<file path="config.mk">
export PLATFORM = sky130hd
export DESIGN_NAME = fifo_uart_tx
export DESIGN_NICKNAME = d
export VERILOG_FILES = /design/src/rtl/fifo_uart_tx.sv
export SDC_FILE = /design/constraint.sdc
export NUM_CORES = 1
export LEC_CHECK = 0
export BUFFER_PORTS_ARGS = -buffer_cell sky130_fd_sc_hd__buf_2
export CAP_MARGIN = 20
export CORE_AREA = 2 2 74 76
export CTS_CLUSTER_DIAMETER = 40
export DETAILED_ROUTE_END_ITERATION = 10
export DIE_AREA = 0 0 76 78
export GPL_TIMING_DRIVEN = 0
export HOLD_SLACK_MARGIN = 0.1
export SYNTH_ARGS = -nofsm -noshare
export SYNTH_HDL_FRONTEND = slang
export SYNTH_SLANG_ARGS = --single-unit
</file>
<file path="constraint.sdc">
create_clock -name clk -period 2 [get_ports clk]
set_input_delay 0 -clock clk [delete_from_list [all_inputs] [get_ports clk]]
set_output_delay 0 -clock clk [all_outputs]
set_load 0.05 [all_outputs]
</file>
<file path="src/rtl/fifo_uart_tx.sv">
// fifo_uart_tx: drain stage for a byte FIFO. Pops one byte whenever the FIFO
// is non-empty and sends it as an 8N1 UART frame (start, data LSB first, stop).
//
// state   | meaning
// --------+---------------------------------------------------------------
// S_IDLE  | line idle; pop a byte when the FIFO reports non-empty
// S_FETCH | wait out the FIFO's registered read latency
// S_LOAD  | capture the popped byte, clear the baud counter
// S_START | start bit period
// S_DATA  | data bit periods, LSB first
// S_STOP  | stop bit period, byte_done raised for its final cycle
//
// All outputs are registered from the current state, so the serial line
// trails the state register by one cycle. The three idle-high cycles
// between frames therefore fall in FETCH, LOAD and the first START cycle.
module fifo_uart_tx #(
  parameter int CLKS_PER_BIT = 16,
  parameter int DATA_WIDTH   = 8
) (
  input  logic                  clk,
  input  logic                  reset,
  input  logic                  empty,
  input  logic [DATA_WIDTH-1:0] data_in,
  output logic                  rd,
  output logic                  tx,
  output logic                  busy,
  output logic                  byte_done
);

  localparam int BAUD_W = (CLKS_PER_BIT > 1) ? $clog2(CLKS_PER_BIT) : 1;
  localparam int BIT_W  = (DATA_WIDTH > 1) ? $clog2(DATA_WIDTH) : 1;
  localparam logic [BAUD_W-1:0] BAUD_LAST = BAUD_W'(CLKS_PER_BIT - 1);
  localparam logic [BIT_W-1:0]  BIT_LAST  = BIT_W'(DATA_WIDTH - 1);

  typedef enum logic [2:0] {
    S_IDLE  = 3'd0,
    S_FETCH = 3'd1,
    S_LOAD  = 3'd2,
    S_START = 3'd3,
    S_DATA  = 3'd4,
    S_STOP  = 3'd5
  } state_t;

  state_t                state_q;
  logic                  rd_q;
  logic                  tx_q;
  logic                  busy_q;
  logic                  byte_done_q;
  logic [BAUD_W-1:0]     baud_q;
  logic [BIT_W-1:0]      bit_q;
  logic [DATA_WIDTH-1:0] shift_q;

  logic baud_last;
  assign baud_last = (baud_q == BAUD_LAST);

  // Sequencer: pop, wait, load, then shift the frame out with registered outputs.
  always_ff @(posedge clk or negedge reset) begin
    if (!reset) begin
      state_q     <= S_IDLE;
      rd_q        <= 1'b0;
      tx_q        <= 1'b1;
      busy_q      <= 1'b0;
      byte_done_q <= 1'b0;
      baud_q      <= '0;
      bit_q       <= '0;
      shift_q     <= '0;
    end else begin
      rd_q        <= 1'b0;
      byte_done_q <= 1'b0;
      case (state_q)
        S_IDLE: begin
          tx_q <= 1'b1;
          if (!empty) begin
            rd_q    <= 1'b1;
            busy_q  <= 1'b1;
            state_q <= S_FETCH;
          end else begin
            busy_q <= 1'b0;
          end
        end
        S_FETCH: begin
          state_q <= S_LOAD;
        end
        S_LOAD: begin
          shift_q <= data_in;
          baud_q  <= '0;
          bit_q   <= '0;
          state_q <= S_START;
        end
        S_START: begin
          tx_q <= 1'b0;
          if (baud_last) begin
            baud_q  <= '0;
            state_q <= S_DATA;
          end else begin
            baud_q <= baud_q + BAUD_W'(1);
          end
        end
        S_DATA: begin
          tx_q <= shift_q[0];
          if (baud_last) begin
            baud_q  <= '0;
            shift_q <= shift_q >> 1;
            if (bit_q == BIT_LAST) begin
              state_q <= S_STOP;
            end else begin
              bit_q <= bit_q + BIT_W'(1);
            end
          end else begin
            baud_q <= baud_q + BAUD_W'(1);
          end
        end
        S_STOP: begin
          tx_q <= 1'b1;
          if (baud_last) begin
            baud_q      <= '0;
            byte_done_q <= 1'b1;
            state_q     <= S_IDLE;
          end else begin
            baud_q <= baud_q + BAUD_W'(1);
          end
        end
        default: begin
          state_q <= S_IDLE;
        end
      endcase
    end
  end

  assign rd        = rd_q;
  assign tx        = tx_q;
  assign busy      = busy_q;
  assign byte_done = byte_done_q;

endmodule

</file>
# == Word-level counts from Yosys, hierarchy flattened ==
# Cells that the tools add are included.
# W data, S select, Z words.
# classes
n_addsub,2
n_eq_ne,13
n_mux,18
n_reduce_logical,9
# ops
operator,n
$mux W3,7
$pmux W3 S6,1
$pmux W8 S2,1
$ne A2 B2 Y1 const B,6
$eq A3 B3 Y1 const B,3
$mux W8,1
$pmux W4 S2,1
$eq A3 B2 Y1 const B,2
$pmux W3 S2,1
$reduce_and A5 Y1,1
$add A4 B1 Y4 const B,1
$eq A4 B4 Y1 const B,1
$mux W1,4
$mux W4,1
$reduce_bool A2 Y1,2
$add A3 B1 Y3 const B,1
$eq A3 B1 Y1 const B,1
$logic_not A3 Y1,1
$pmux W1 S3,1
$reduce_and A3 Y1,1
$reduce_bool A3 Y1,1
$reduce_or A3 Y1,1
$reduce_and A2 Y1,1
$reduce_or A2 Y1,1
# totals
register_bits,22
input_bits,11
out_inout_bits,4

# == Logic depth before layout (Yosys ltp) ==
# Gate-level depths: netlist (run 1).
# depth
word_depth,4
ltp_mapped,5

# == Least setup slack after synthesis (run 1) ==
# OpenSTA, ideal clock, no wires.
# synth_path
kind,register to register
from,register baud_q[0]
to,register shift_q[4]
t_arrival_ns,1.476
required_ns,1.875
setup_slack_ns,0.399
path_stages_with_launch,5
synth_period_minus_slack_ns,1.601
path_cell_list,dfrtp_1 ha_1 nand3_1 o21ai_4 mux2_2
# synth_via
elab_chain_cells,3
# synth_rtl
item,line_no,source
from (decl),49,logic [BAUD_W-1:0] baud_q;
from (signal assigned),96,baud_q <= baud_q + BAUD_W'(1);
from (signal assigned),110,baud_q <= baud_q + BAUD_W'(1);
from (signal assigned),120,baud_q <= baud_q + BAUD_W'(1);
$eq A4 B4 Y1,54,assign baud_last = (baud_q == BAUD_LAST);
$ne A2 B2 Y1 (no line),-,
$reduce_and A2 Y1 (no line),-,
to (signal assigned),85,shift_q <= data_in;
to (signal assigned),103,shift_q <= shift_q >> 1;
to (decl),51,logic [DATA_WIDTH-1:0] shift_q;
# Every way passes these cells.
# A chain may end at the register's enable or synchronous reset.

# == Worst setup path in the final report (run 1) ==
# layout_path
from,register baud_q[0]
to,register shift_q[5]
# Same word-level chain as after synthesis.

==> impl_results.rst, run 1 <==
.. list-table::
   :header-rows: 1

   * - Metric
     - Value
   * - Run status
     - finished clean
   * - Slowest-stage cell, CP
     - dfrtp_1
   * - Antenna violation net count after detailed routing
     - 0
   * - Fraction of the cycle the final worst path needs
     - 0.8856
   * - Die outline area
     - 0.005928 mm^2
   * - Inserted Clock Buffers
     - 3
   * - Top Family by Delay on Critical Path
     - flip-flops
   * - Syn. warnings
     - 0
   * - Buffer count from post-CTS setup fixing
     - 0
   * - Area grow syn2layout
     - 24.85%
   * - Achievable clock frequency
     - 0.5646 GHz
   * - Worst-path fanout max
     - 8
   * - Time the worst path needs with I/O delays and setup
     - between 1.5 and 2 ns
   * - Power, Total
     - approximately 0.00080 W
   * - Number of global-route vias before repair
     - 965
   * - Global placer's final weighted congestion
     - 0.8022
   * - Longest Clk Path Bufs
     - 2
   * - Seq/Total Area, Yosys
     - 0.4455
   * - Most Used Layer, Global Route
     - met2
   * - Leakage
     - 0.6971 nW
   * - Dpl hpwl
     - 1774 um
   * - Slew Limit Fails
     - 0
   * - Slew @ Worst Pin
     - approximately 0.8 ns
   * - IO buf count
     - 14
   * - Data arrival time of the critical path
     - around 1.9 ns
   * - Number of endpoints failing setup at the final stage
     - 0
   * - Clock H-tree levels
     - 1
   * - GR Overflow Total
     - 0
   * - Starting Density
     - 0.2457
   * - Placed Cells
     - just over 200
   * - I/O pin total
     - 15
   * - Sequence of cells on the critical path
     - ha_1 -> nand3_2 -> o21ai_4 -> mux2_2
   * - Antenna diode count
     - 0
   * - Cell Rows
     - 26
   * - Worst setup margin
     - 0.2287 ns
   * - Global-route wire length before repair
     - 4547 um
   * - Setup TNS Final
     - 0 ns
   * - Areal power density over the cells
     - about 520 mW/mm^2
   * - Average via count per standard cell
     - 4.620
   * - Met3 routing resource usage after global routing
     - 0.02209
   * - Fraction of met1 tracks used by global routing
     - 0.1141
   * - DIE WIDTH
     - 76 um
   * - Setup repair after global routing missed its margin
     - false
   * - Crit path buf inv count
     - 0
   * - Top library cells by usage in the layout, fill and taps aside
     - dfrtp_1 (21), buf_2 (20), dlygate4sd3_1 (10), nand2_1 (9), a211oi_1 (7)
   * - Post-synthesis instance total
     - 123
   * - Maximum vdd ir drop
     - 0.2296 mV
   * - Buffer type at the clock tree root
     - clkbuf_8
   * - Flops & latches, synth
     - 22
   * - Max-cap violations
     - 0
   * - Number of distinct standard cells referenced by the synthesized netlist
     - 37
   * - Met2 capacity usage during global routing
     - 0.1625
   * - Leading cell type in the layout, fill and taps excluded
     - dfrtp_1
   * - Required arrival time at the worst endpoint
     - roughly 2.2 ns
   * - Total number of vias
     - 1021
   * - Startpoint type of the worst setup path
     - flip-flop
   * - Hold Path Class
     - primary input to asynchronous set/reset pin
   * - Relative slew slack
     - 0.4660
   * - Clock tree from TritonCTS
     - yes
   * - Routed wire per std cell
     - between 10 and 15 um
   * - Clock transition at the register clock pins on the worst setup and hold paths after CTS
     - about 0.080 ns
   * - Violation count after the first detailed-routing iteration
     - 30
   * - Clk Latency, worst-skew pair
     - 0.27 ns
   * - Initial antenna violation count
     - 0
   * - Combined area of all synthesized cells
     - 0.001239 mm^2
   * - Final Hold Fails
     - 0
   * - DRC violations left
     - 0
   * - Maximum number of pins on one net before global-route repair
     - 23
   * - Place WS
     - 0.1239 ns
   * - Post-DP Area
     - between 0.001 and 0.0015 mm^2
   * - Synth Net Count
     - 137
   * - Final cell count without fillers
     - 221
   * - Number of detailed-routing iterations run before antenna repair
     - 4
   * - Worst stage delay on the critical path
     - 0.45 ns
   * - Tot GR Track Use
     - 0.09445
   * - Net count reported at finish
     - 166
   * - Final routed wirelength across all metal layers
     - 2702 um
   * - Type of the worst setup path
     - flip-flop to flip-flop
   * - Avg Inst Size Synth
     - between 10 and 15 um^2
   * - Type of destination of the critical path
     - flip-flop
   * - Fraction of layout instances using a drive strength above 1
     - 0.2185
   * - Die span in y
     - 78 um
   * - Core Region
     - 0.005042 mm^2
   * - Post-Route Skew
     - about 0.0014 ns
   * - Clock sinks
     - 22
   * - Finished layout cell area
     - 0.001546 mm^2
-- synthesized netlist by cell type, drive strengths merged --
cell     count  share of area
dfrtp       21           0.42
nand2        9          0.027
a211oi       7          0.042
buf          7          0.027
nand3        7          0.028
a31oi        6          0.030
mux2         6          0.055
nor2b        6          0.030
inv          4          0.012
mux2i        4          0.032
nand2b       4          0.020
a21oi        3          0.012
a22oi        3          0.018
and3         3          0.015
clkbuf       3         0.0091
ha           3          0.030
nor2         3         0.0091
o211ai       3          0.018
a21boi       2          0.012
nor3b        2          0.016
o2111ai      2          0.014
o21ai        2          0.017
or3b         2          0.014
a2111o       1         0.0091
a2bb2oi      1         0.0071
and2b        1         0.0061
dfstp        1          0.021
maj3         1         0.0081
nor3         1         0.0040
nor4         1         0.0051
o21bai       1         0.0061
o221ai       1         0.0071
o22ai        1         0.0051
o31ai        1         0.0061
-- timing repair --
item                                    CTS  global route
hold endpoints to repair                 32             0
endpoints found under the setup margin    0             3
gates resized for setup                   0             1
hold buffers                             10             0
-- cell families (layout without fill, tap and decap cells) --
family | Yosys count | count (layout) | synth area share
flops | 22 | 22 | 0.4455
compound gates | 34 | 34 | 0.2051
buf+inv | 14 | 42 | 0.04848
fa+ha+maj | 4 | 4 | 0.03839
mux | 10 | 10 | 0.08687
simple gates | 39 | 39 | 0.1758
-- report_power, final --
part           switching (W)   total, W  internal [W]  leakage, nW
registers         0.00000425   0.000458      0.000453        0.254
logic              0.0000229  0.0000504     0.0000276        0.420
clock network       0.000154   0.000296      0.000142       0.0228
total               0.000181   0.000804      0.000623        0.697
-- worst paths after layout --
path	start	to	slack (ns)	cells past startpoint
worst max register to register	baud_q[0]	shift_q[5]	0.23	4
worst max-delay path	baud_q[0]	shift_q[5]	0.23	4
worst min-delay path	reset	bit_q[2]	0.23	2
max in group asynchronous	reset	tx	1.40	2
worst min register to register	shift_q[0]	tx	0.48	2
min in group clk	empty	rd	0.44	3
-- layer usage --
metal | wire, um | vias up
met2 | 1322 | 11
met1 | 1282 | 497
met4 | 39 | 0
li1 | - | 509
met3 | 58 | 4
met5 | 0 | -
-- sequential cells by signal, indices dropped and copies added (netlist names) --
signal     flops
state_q        3
rd             1
shift_q        8
busy           1
byte_done      1
bit_q          3
tx             1
baud_q         4
-- final cells by class --
class / count / area (um^2)
buffer: 10 / 45.04
clock buffer: 4 / 45.04
multi-input combinational: 87 / 631.9
timing repair buffer: 24 / 170.2
sequential: 22 / 551.8
fill: 534 / 3496
tap: 70 / 87.58
inverter: 4 / 15.01
-- stage by stage --
step,util,hold WS (ns)
final,0.3067,0.2335
after global routing,0.3067,0.2881
after CTS,0.3057,0.2515
after detailed placement,0.2769,0.003276
after global placement,0.2769,0.002603
after floorplan,-,-0.2956
-- worst reg2reg max path, cell delays in order, from the launching register on --
cell and delay (ns):
dfrtp_1 0.45, ha_1 0.30, nand3_2 0.22, o21ai_4 0.33, mux2_2 0.37
(Power assumes the default switching activity.)
==> run 2, diff against run 1 <==
- PLACE_DENSITY_LB_ADDON: default -> 0.2
- SETUP_SLACK_MARGIN: default -> 0.1
- TNS_END_PERCENT: default -> 5
==> impl_results.rst, run 2 (same netlist as run 1, synthesis figures left out) <==
.. list-table::
   :header-rows: 1

   * - Metric
     - Value
   * - Final Hold Fails
     - 0 (unchanged)
   * - Die outline area
     - 0.005928 mm^2 (unchanged)
   * - Clk Latency, worst-skew pair
     - 0.26 ns (about the same)
   * - Initial antenna violation count
     - 0 (unchanged)
   * - Number of endpoints failing setup at the final stage
     - 0 (unchanged)
   * - Routed wire per std cell
     - 12.75 um (+4.3%)
   * - DIE WIDTH
     - 76 um (unchanged)
   * - Slew Limit Fails
     - 0 (unchanged)
   * - Max reg flops
     - 8 (unchanged)
   * - Top register by number of flip-flops
     - shift_q
   * - Global placer's final weighted congestion
     - 0.7667 (-4.4%)
   * - Worst setup margin
     - 0.2703 ns (+0.04160 ns)
   * - IO buf count
     - 14 (unchanged)
   * - Fraction of layout instances using a drive strength above 1
     - 0.2434 (+0.02488)
   * - Worst-path fanout max
     - 7 (-1)
   * - Run status
     - finished clean
   * - Type of the worst setup path
     - flip-flop to flip-flop
   * - Number of global-route vias before repair
     - 1023 (+6.0%)
   * - Total number of vias
     - 1025 (+0.39%)
   * - Die span in y
     - 78 um (unchanged)
   * - Clock tree from TritonCTS
     - yes
   * - Data arrival time of the critical path
     - 1.89 ns (-0.04 ns)
   * - Average via count per standard cell
     - 4.617 (about the same)
   * - Fraction of met1 tracks used by global routing
     - 0.1254 (+0.01130)
   * - Violation count after the first detailed-routing iteration
     - 50 (+67%)
   * - Core Region
     - 0.005042 mm^2 (unchanged)
   * - Buffer type at the clock tree root
     - clkbuf_8
   * - DRC violations left
     - 0 (unchanged)
   * - GR Overflow Total
     - 0 (unchanged)
   * - Most Used Layer, Global Route
     - met2
   * - Clock sinks
     - 22 (unchanged)
   * - Starting Density
     - 0.2457 (unchanged)
   * - Number of detailed-routing iterations run before antenna repair
     - 4 (unchanged)
   * - Antenna diode count
     - 0 (unchanged)
   * - Leading cell type in the layout, fill and taps excluded
     - dfrtp_1
   * - Final routed wirelength across all metal layers
     - 2831 um (+4.8%)
   * - Maximum vdd ir drop
     - 0.2802 mV (+22%)
   * - Clock transition at the register clock pins on the worst setup and hold paths after CTS
     - 0.08 ns (about the same)
   * - Post-Route Skew
     - 0.001895 ns (+0.0005229 ns)
   * - Type of destination of the critical path
     - flip-flop
   * - Required arrival time at the worst endpoint
     - 2.16 ns (about the same)
   * - Antenna violation net count after detailed routing
     - 0 (unchanged)
   * - Slew @ Worst Pin
     - 0.7821 ns (-0.01711 ns)
   * - Fill cell instance count of the final layout
     - 537 (+0.56%)
   * - I/O pin total
     - 15 (unchanged)
   * - Top library cells by usage in the layout, fill and taps aside
     - dfrtp_1 (21), buf_2 (20), nand2_1 (9), dlygate4sd3_1 (8), a211oi_1 (7)
   * - Met2 capacity usage during global routing
     - 0.1670 (+0.004464)
   * - Fraction of the cycle the final worst path needs
     - 0.8648 (-0.02080)
   * - Post-DP Area
     - 0.001396 mm^2 (unchanged)
   * - Net count reported at finish
     - 167 (+0.60%)
   * - Met3 routing resource usage after global routing
     - 0.02558 (+0.003488)
   * - Tot GR Track Use
     - 0.09682 (+0.002375)
   * - Startpoint type of the worst setup path
     - flip-flop
   * - Global-route wire length before repair
     - 4733 um (+4.1%)
   * - Achievable clock frequency
     - 0.5781 GHz (+2.4%)
   * - Area grow syn2layout
     - 25.86%
   * - Place WS
     - 0.1116 ns (-0.01222 ns)
   * - Maximum number of pins on one net before global-route repair
     - 23 (unchanged)
   * - Time the worst path needs with I/O delays and setup
     - 1.730 ns (-0.04160 ns)
   * - Finished layout cell area
     - 0.001559 mm^2 (+0.81%)
   * - Longest Clk Path Bufs
     - 2 (unchanged)
   * - Max-cap violations
     - 0 (unchanged)
   * - Inserted Clock Buffers
     - 3 (unchanged)
   * - Dpl hpwl
     - 1971 um (+11%)
   * - Hold Path Class
     - primary input to flip-flop
   * - Regs by FF count
     - shift_q x8, baud_q x4
   * - Relative slew slack
     - 0.4774 (+0.01143)
   * - Areal power density over the cells
     - 535.7 mW/mm^2 (+3.0%)
   * - Cell Rows
     - 26 (unchanged)
   * - Clock H-tree levels
     - 1 (unchanged)
   * - Setup repair after global routing missed its margin
     - true
   * - Leakage
     - 0.7072 nW (+1.4%)
   * - Setup TNS Final
     - 0 ns (unchanged)
[run 2: cell types whose count changed in the layout (fill, tap and decap cells not counted), sizes merged]
cell,previous run,this run
buf,21,24
dlygate4sd3,10,8
[run 2: timing repair]
item                       CTS  global route
setup endpoints to repair    2             4
hold endpoints to repair    30             0
hold buffers                 8             0
resized for setup            0             1
pin swaps                    1             1
buffers inserted             0             3
[run 2: area by class of cell]
type	instances	area (um^2)	area share
plain buffers	10	45.04	0.02889
clock buffers	4	55.05	0.03531
inverters	4	15.01	0.009631
multi-input cells	87	631.9	0.4053
flip-flops and latches	22	551.8	0.3539
well taps	70	87.58	0.05618
repair buffers	25	172.7	0.1108
[run 2: path summary, 6_finish.rpt]
path / startpoint / end / slack [ns] / depth (start not counted)
setup / recovery: baud_q[0] / shift_q[5] / 0.27 / 4
max in group asynchronous: reset / tx / 1.39 / 2
hold reg to reg: shift_q[0] / tx / 0.49 / 2
setup reg to reg: baud_q[0] / shift_q[5] / 0.27 / 4
hold / removal: data_in[4] / shift_q[4] / 0.11 / 3
min in group asynchronous: reset / bit_q[2] / 0.24 / 2
[run 2: per-layer routing]
metal  part of all wire  up-vias
met5                  0        -
met2               0.46       15
li1                   -      514
met1               0.50      494
met4             0.0025        0
met3              0.032        2
[run 2: metrics by stage]
| stage | total power [W] | instances | hold WS (ns) | utilization |
|---|---|---|---|---|
| after floorplan | 0.0004796 | 123 | -0.2956 | - |
| after global placement | 0.0005017 | 207 | 0.008974 | 0.2769 |
| after detailed placement | 0.0005033 | 207 | 0.01500 | 0.2769 |
| after CTS | 0.0008507 | 219 | 0.1002 | 0.3037 |
| after global routing | 0.0008697 | 222 | 0.1131 | 0.3092 |
| final | 0.0008351 | 222 | 0.1065 | 0.3092 |
[run 2: worst max-delay path, cell delays in order (launching register included)]
cell and delay, ns:
dfrtp_1 0.44, ha_1 0.30, nand3_2 0.22, o21ai_4 0.30
mux2_2 0.36
[run 2: where the power goes]
group	leakage (nW)	internal (W)	switching [W]	total [W]
Clock	0.0288	0.000176	0.000154	0.000330
Combinational	0.424	0.0000251	0.0000230	0.0000481
Sequential	0.254	0.000453	0.00000400	0.000457
==> run 3, diff against run 2 <==
- ABC_AREA: default -> 1
- CORE_AREA: 2 2 74 76 -> 2 2 70 72
- DIE_AREA: 0 0 76 78 -> 0 0 72 74
- RECOVER_POWER: default -> 50
==> impl_results.rst, run 3 <==
.. list-table::
   :header-rows: 1

   * - Metric
     - Value
   * - IO buf count
     - 14 (unchanged)
   * - Combined area of all synthesized cells
     - 0.001100 mm^2 (-11%)
   * - Leading cell type in the layout, fill and taps excluded
     - nand2_1
   * - Share of power burned in the clock network
     - 0.384 (-0.011)
   * - Number of buffers added to fix hold violations after cts
     - 10 (+2)
   * - Number of endpoints failing setup at the final stage
     - 0 (unchanged)
   * - Clk Latency, worst-skew pair
     - 0.26 ns (about the same)
   * - Finished layout cell area
     - 0.001389 mm^2 (-11%)
   * - DRC violations left
     - 0 (unchanged)
   * - Most frequent cells after synthesis
     - nand2_1 (47), dfrtp_1 (21), o21ai_0 (17), nand3_1 (14), inv_1 (12)
   * - Post-synthesis instance total
     - 133 (+8.1%)
   * - Clock sinks
     - 22 (unchanged)
   * - Final Hold Fails
     - 0 (unchanged)
   * - Type of the worst setup path
     - flip-flop to flip-flop
   * - Portion of total power attributed to combinational logic
     - 0.061 (+0.003)
   * - Cell Rows
     - 25 (-3.8%)
   * - Antenna violation net count after detailed routing
     - 0 (unchanged)
   * - Leakage
     - 0.7025 nW (-0.67%)
   * - Fraction of layout instances using a drive strength above 1
     - 0.1491 (-0.09435)
   * - Run status
     - finished clean
   * - Final routed wirelength across all metal layers
     - 2229 um (-21%)
   * - Placed Cells
     - 201 (-2.9%)
   * - Routed wire per std cell
     - 10.37 um (-19%)
   * - Prevailing post-synth register cell
     - dfrtp_1
   * - Clock tree from TritonCTS
     - yes
   * - Regs by FF count
     - shift_q x8, baud_q x4
   * - Die span in y
     - 74 um (-5.1%)
   * - Slew Limit Fails
     - 0 (unchanged)
   * - Critical path startpoint
     - baud_q[0]
   * - Top library cells by usage in the layout, fill and taps aside
     - nand2_1 (47), dfrtp_1 (21), o21ai_0 (17), nand3_1 (14)
   * - Data arrival time of the critical path
     - 1.78 ns (-0.11 ns)
   * - Number of detailed-routing iterations run before antenna repair
     - 4 (unchanged)
   * - Antenna diode count
     - 0 (unchanged)
   * - Number of distinct standard cells referenced by the synthesized netlist
     - 20 (-46%)
   * - Critical Path End
     - bit_q[0]
   * - Average via count per standard cell
     - 4.353 (-5.7%)
   * - Maximum number of pins on one net before global-route repair
     - 23 (unchanged)
   * - Most common cell in the synthesized netlist
     - nand2_1
   * - Clock H-tree levels
     - 1 (unchanged)
   * - Violation count after the first detailed-routing iteration
     - 27 (-46%)
   * - Setup TNS Final
     - 0 ns (unchanged)
   * - Synth Net Count
     - 147 (+7.3%)
   * - Setup repair after global routing missed its margin
     - false
   * - Required arrival time at the worst endpoint
     - 2.21 ns (+0.05 ns)
   * - Relative slew slack
     - 0.2131 (-0.2643)
   * - Type of destination of the critical path
     - flip-flop
   * - Tot GR Track Use
     - 0.09779 (+0.0009632)
   * - Wire length on met3
     - 38 um (-59%)
   * - Avg Inst Size Synth
     - 8.269 um^2 (-18%)
   * - Post-DP Area
     - 0.001237 mm^2 (-11%)
   * - Post-Route Skew
     - 0.003814 ns (+0.001919 ns)
   * - Topmost layer with routed signal wires
     - met4
   * - Area grow syn2layout
     - 26.28%
   * - Buffer count from post-CTS setup fixing
     - 0 (unchanged)
   * - Fraction of synthesis flops using an asynchronous set or reset pin
     - 1.000 (unchanged)
   * - Dpl hpwl
     - 1667 um (-15%)
   * - Longest Clk Path Bufs
     - 2 (unchanged)
   * - Cell-internal power
     - 0.0006536 W (about the same)
   * - Max reg flops
     - 8 (unchanged)
   * - Biggest area consumer among synthesized cells
     - dfrtp_1
   * - Total length of routed met2 wires
     - 1105 um (-16%)
   * - Seq/Total Area, Yosys
     - 0.5017 (+0.05625)
   * - Initial antenna violation count
     - 0 (unchanged)
   * - Reg-to-Reg Start
     - baud_q[0]
   * - Depth of the worst register-to-register path
     - 6 (+2)
   * - Starting Density
     - 0.2392 (-0.006474)
   * - Die outline area
     - 0.005328 mm^2 (-10%)
   * - Buffer type at the clock tree root
     - clkbuf_8
   * - Core Region
     - 0.004598 mm^2 (-8.8%)
   * - Net count reported at finish
     - 176 (+5.4%)
   * - Top register by number of flip-flops
     - shift_q
   * - Areal power density over the cells
     - 590.5 mW/mm^2 (+10%)
   * - Worst stage delay on the critical path
     - 0.42 ns (-0.02 ns)
   * - Fraction of the cycle the final worst path needs
     - 0.7861 (-0.07878)
   * - GR Overflow Total
     - 0 (unchanged)
   * - Biggest area contributors in the synthesized netlist
     - dfrtp_1 (48%), nand2_1 (16%), o21ai_0 (7.7%), nand3_1 (6.4%), inv_1 (4.1%)
   * - Achievable clock frequency
     - 0.6361 GHz (+10%)
   * - Switching power share of the total
     - 0.2030 (-0.01390)
   * - Sequential Power Share
     - 0.556 (+0.008)
   * - Flop-to-flop setup slack
     - 0.43 ns (+0.16 ns)
   * - Sequence of cells on the critical path
     - ha_1 -> nand3_1 -> inv_1 -> o21ai_0 -> nand2_1 -> nand2_1
   * - Number of enable flip-flop cells after synthesis
     - 0 (unchanged)
   * - Time the worst path needs with I/O delays and setup
     - 1.572 ns (-0.1576 ns)
   * - Max-cap violations
     - 0 (unchanged)
   * - Switching component of the power
     - 0.0001665 W (-8.1%)
   * - Flops & latches, synth
     - 22 (unchanged)
   * - Share of Yosys cell area claimed by the top area cell type
     - 0.4778 (+0.05357)
   * - Global-route wire length before repair
     - 4029 um (-15%)
   * - Maximum vdd ir drop
     - 0.2511 mV (-10%)
   * - Syn. warnings
     - 0 (unchanged)
   * - Slowest-stage cell, CP
     - dfrtp_1
   * - Worst reg2reg endpoint
     - bit_q[0]
   * - Inserted Clock Buffers
     - 3 (unchanged)
   * - Gates resized, CTS repair
     - 0 (unchanged)
   * - I/O pin total
     - 15 (unchanged)
   * - Cell repeated most along the worst path
     - nand2_1
   * - Number of global-route vias before repair
     - 967 (-5.5%)
   * - Final cell count without fillers
     - 215 (-3.2%)
   * - Startpoint type of the worst setup path
     - flip-flop
   * - Total number of vias
     - 936 (-8.7%)
   * - Worst-path fanout max
     - 6 (-1)
   * - Slew @ Worst Pin
     - 1.180 ns (+0.3982 ns)
   * - Wire length on met1
     - 1011 um (-29%)
   * - Hold Path Class
     - primary input to flip-flop
   * - Global placer's final weighted congestion
     - 0.8102 (+5.7%)
   * - Clock transition at the register clock pins on the worst setup and hold paths after CTS
     - 0.08 ns (about the same)
   * - DIE WIDTH
     - 72 um (-5.3%)
-- run 3: cell count changes in the layout (fill, tap and decap cells not counted), moves of 7 or more --
cell      before  now
buf_2         20   12
nand2_1        9   47
a211oi_1       7    0
o21ai_0        1   17
inv_1          4   12
nand3_1        6   14
-- run 3: how the worst min path moves through the flow --
stage	start	to	slack, ns	cells past startpoint
6_report	empty	rd	0.46	3
5_1_grt	empty	rd	0.48	3
4_1_cts	reset	bit_q[0]	0.25	2
3_5_place_dp	reset	bit_q[0]	0.01	1
3_3_place_gp	reset	bit_q[0]	0.003	1
2_1_floorplan	reset	baud_q[0]	-0.30	0
-- run 3: cells by family after synthesis --
logic type / share of synthesized area
DFF: 0.5017
adders and majority gates: 0.03413
xor gates and xnor gates: 0.007965
AOI/OAI and AO/OA: 0.1035
and+or+nand+nor: 0.2901
buffers and inverters: 0.06257
-- run 3: power by group through the flow --
stage	clock [W]	sequential (W)	combinational, W
3_3_place_gp	0	0.000465	0.0000361
2_1_floorplan	0	0.000468	0.0000102
4_1_cts	0.000336	0.000456	0.0000519
5_1_grt	0.000344	0.000457	0.0000574
6_report	0.000315	0.000456	0.0000496
3_5_place_dp	0	0.000465	0.0000368
-- run 3: critical path, delay by kind of cell (launching register included) --
| family | cells | cell delay [ns] |
|---|---|---|
| compound gates | 1 | 0.33 |
| simple gates | 3 | 0.43 |
| fa+ha+maj | 1 | 0.23 |
| flops | 1 | 0.42 |
| buf+inv | 1 | 0.11 |
-- run 3: per-layer routing --
| metal | vias up | global-route usage |
|---|---|---|
| li1 | 485 | - |
| met4 | 0 | 0.06289 |
| met1 | 436 | 0.1083 |
| met2 | 11 | 0.1749 |
| met3 | 4 | 0.01626 |
| met5 | - | 0 |
-- run 3: cell type report --
cell class	count	area, um^2
Fill cell	490	3209
Sequential cell	22	551.8
Multi-Input combinational cell	96	479.2
Timing Repair Buffer	24	166.4
Tap cell	54	67.56
Clock buffer	4	55.05
Inverter	12	45.04
Buffer	3	23.77
-- run 3: per-stage QoR --
step	hold WS (ns)	setup slack [ns]	utilization	power, W
after global routing	0.4840	0.2553	0.3020	0.0008579
after global placement	0.002619	0.4806	0.2691	0.0005008
final	0.4639	0.4279	0.3020	0.0008201
after CTS	0.2527	0.4274	0.3029	0.0008444
after detailed placement	0.01016	0.4528	0.2691	0.0005018
after floorplan	-0.2956	0.6649	-	0.0004783
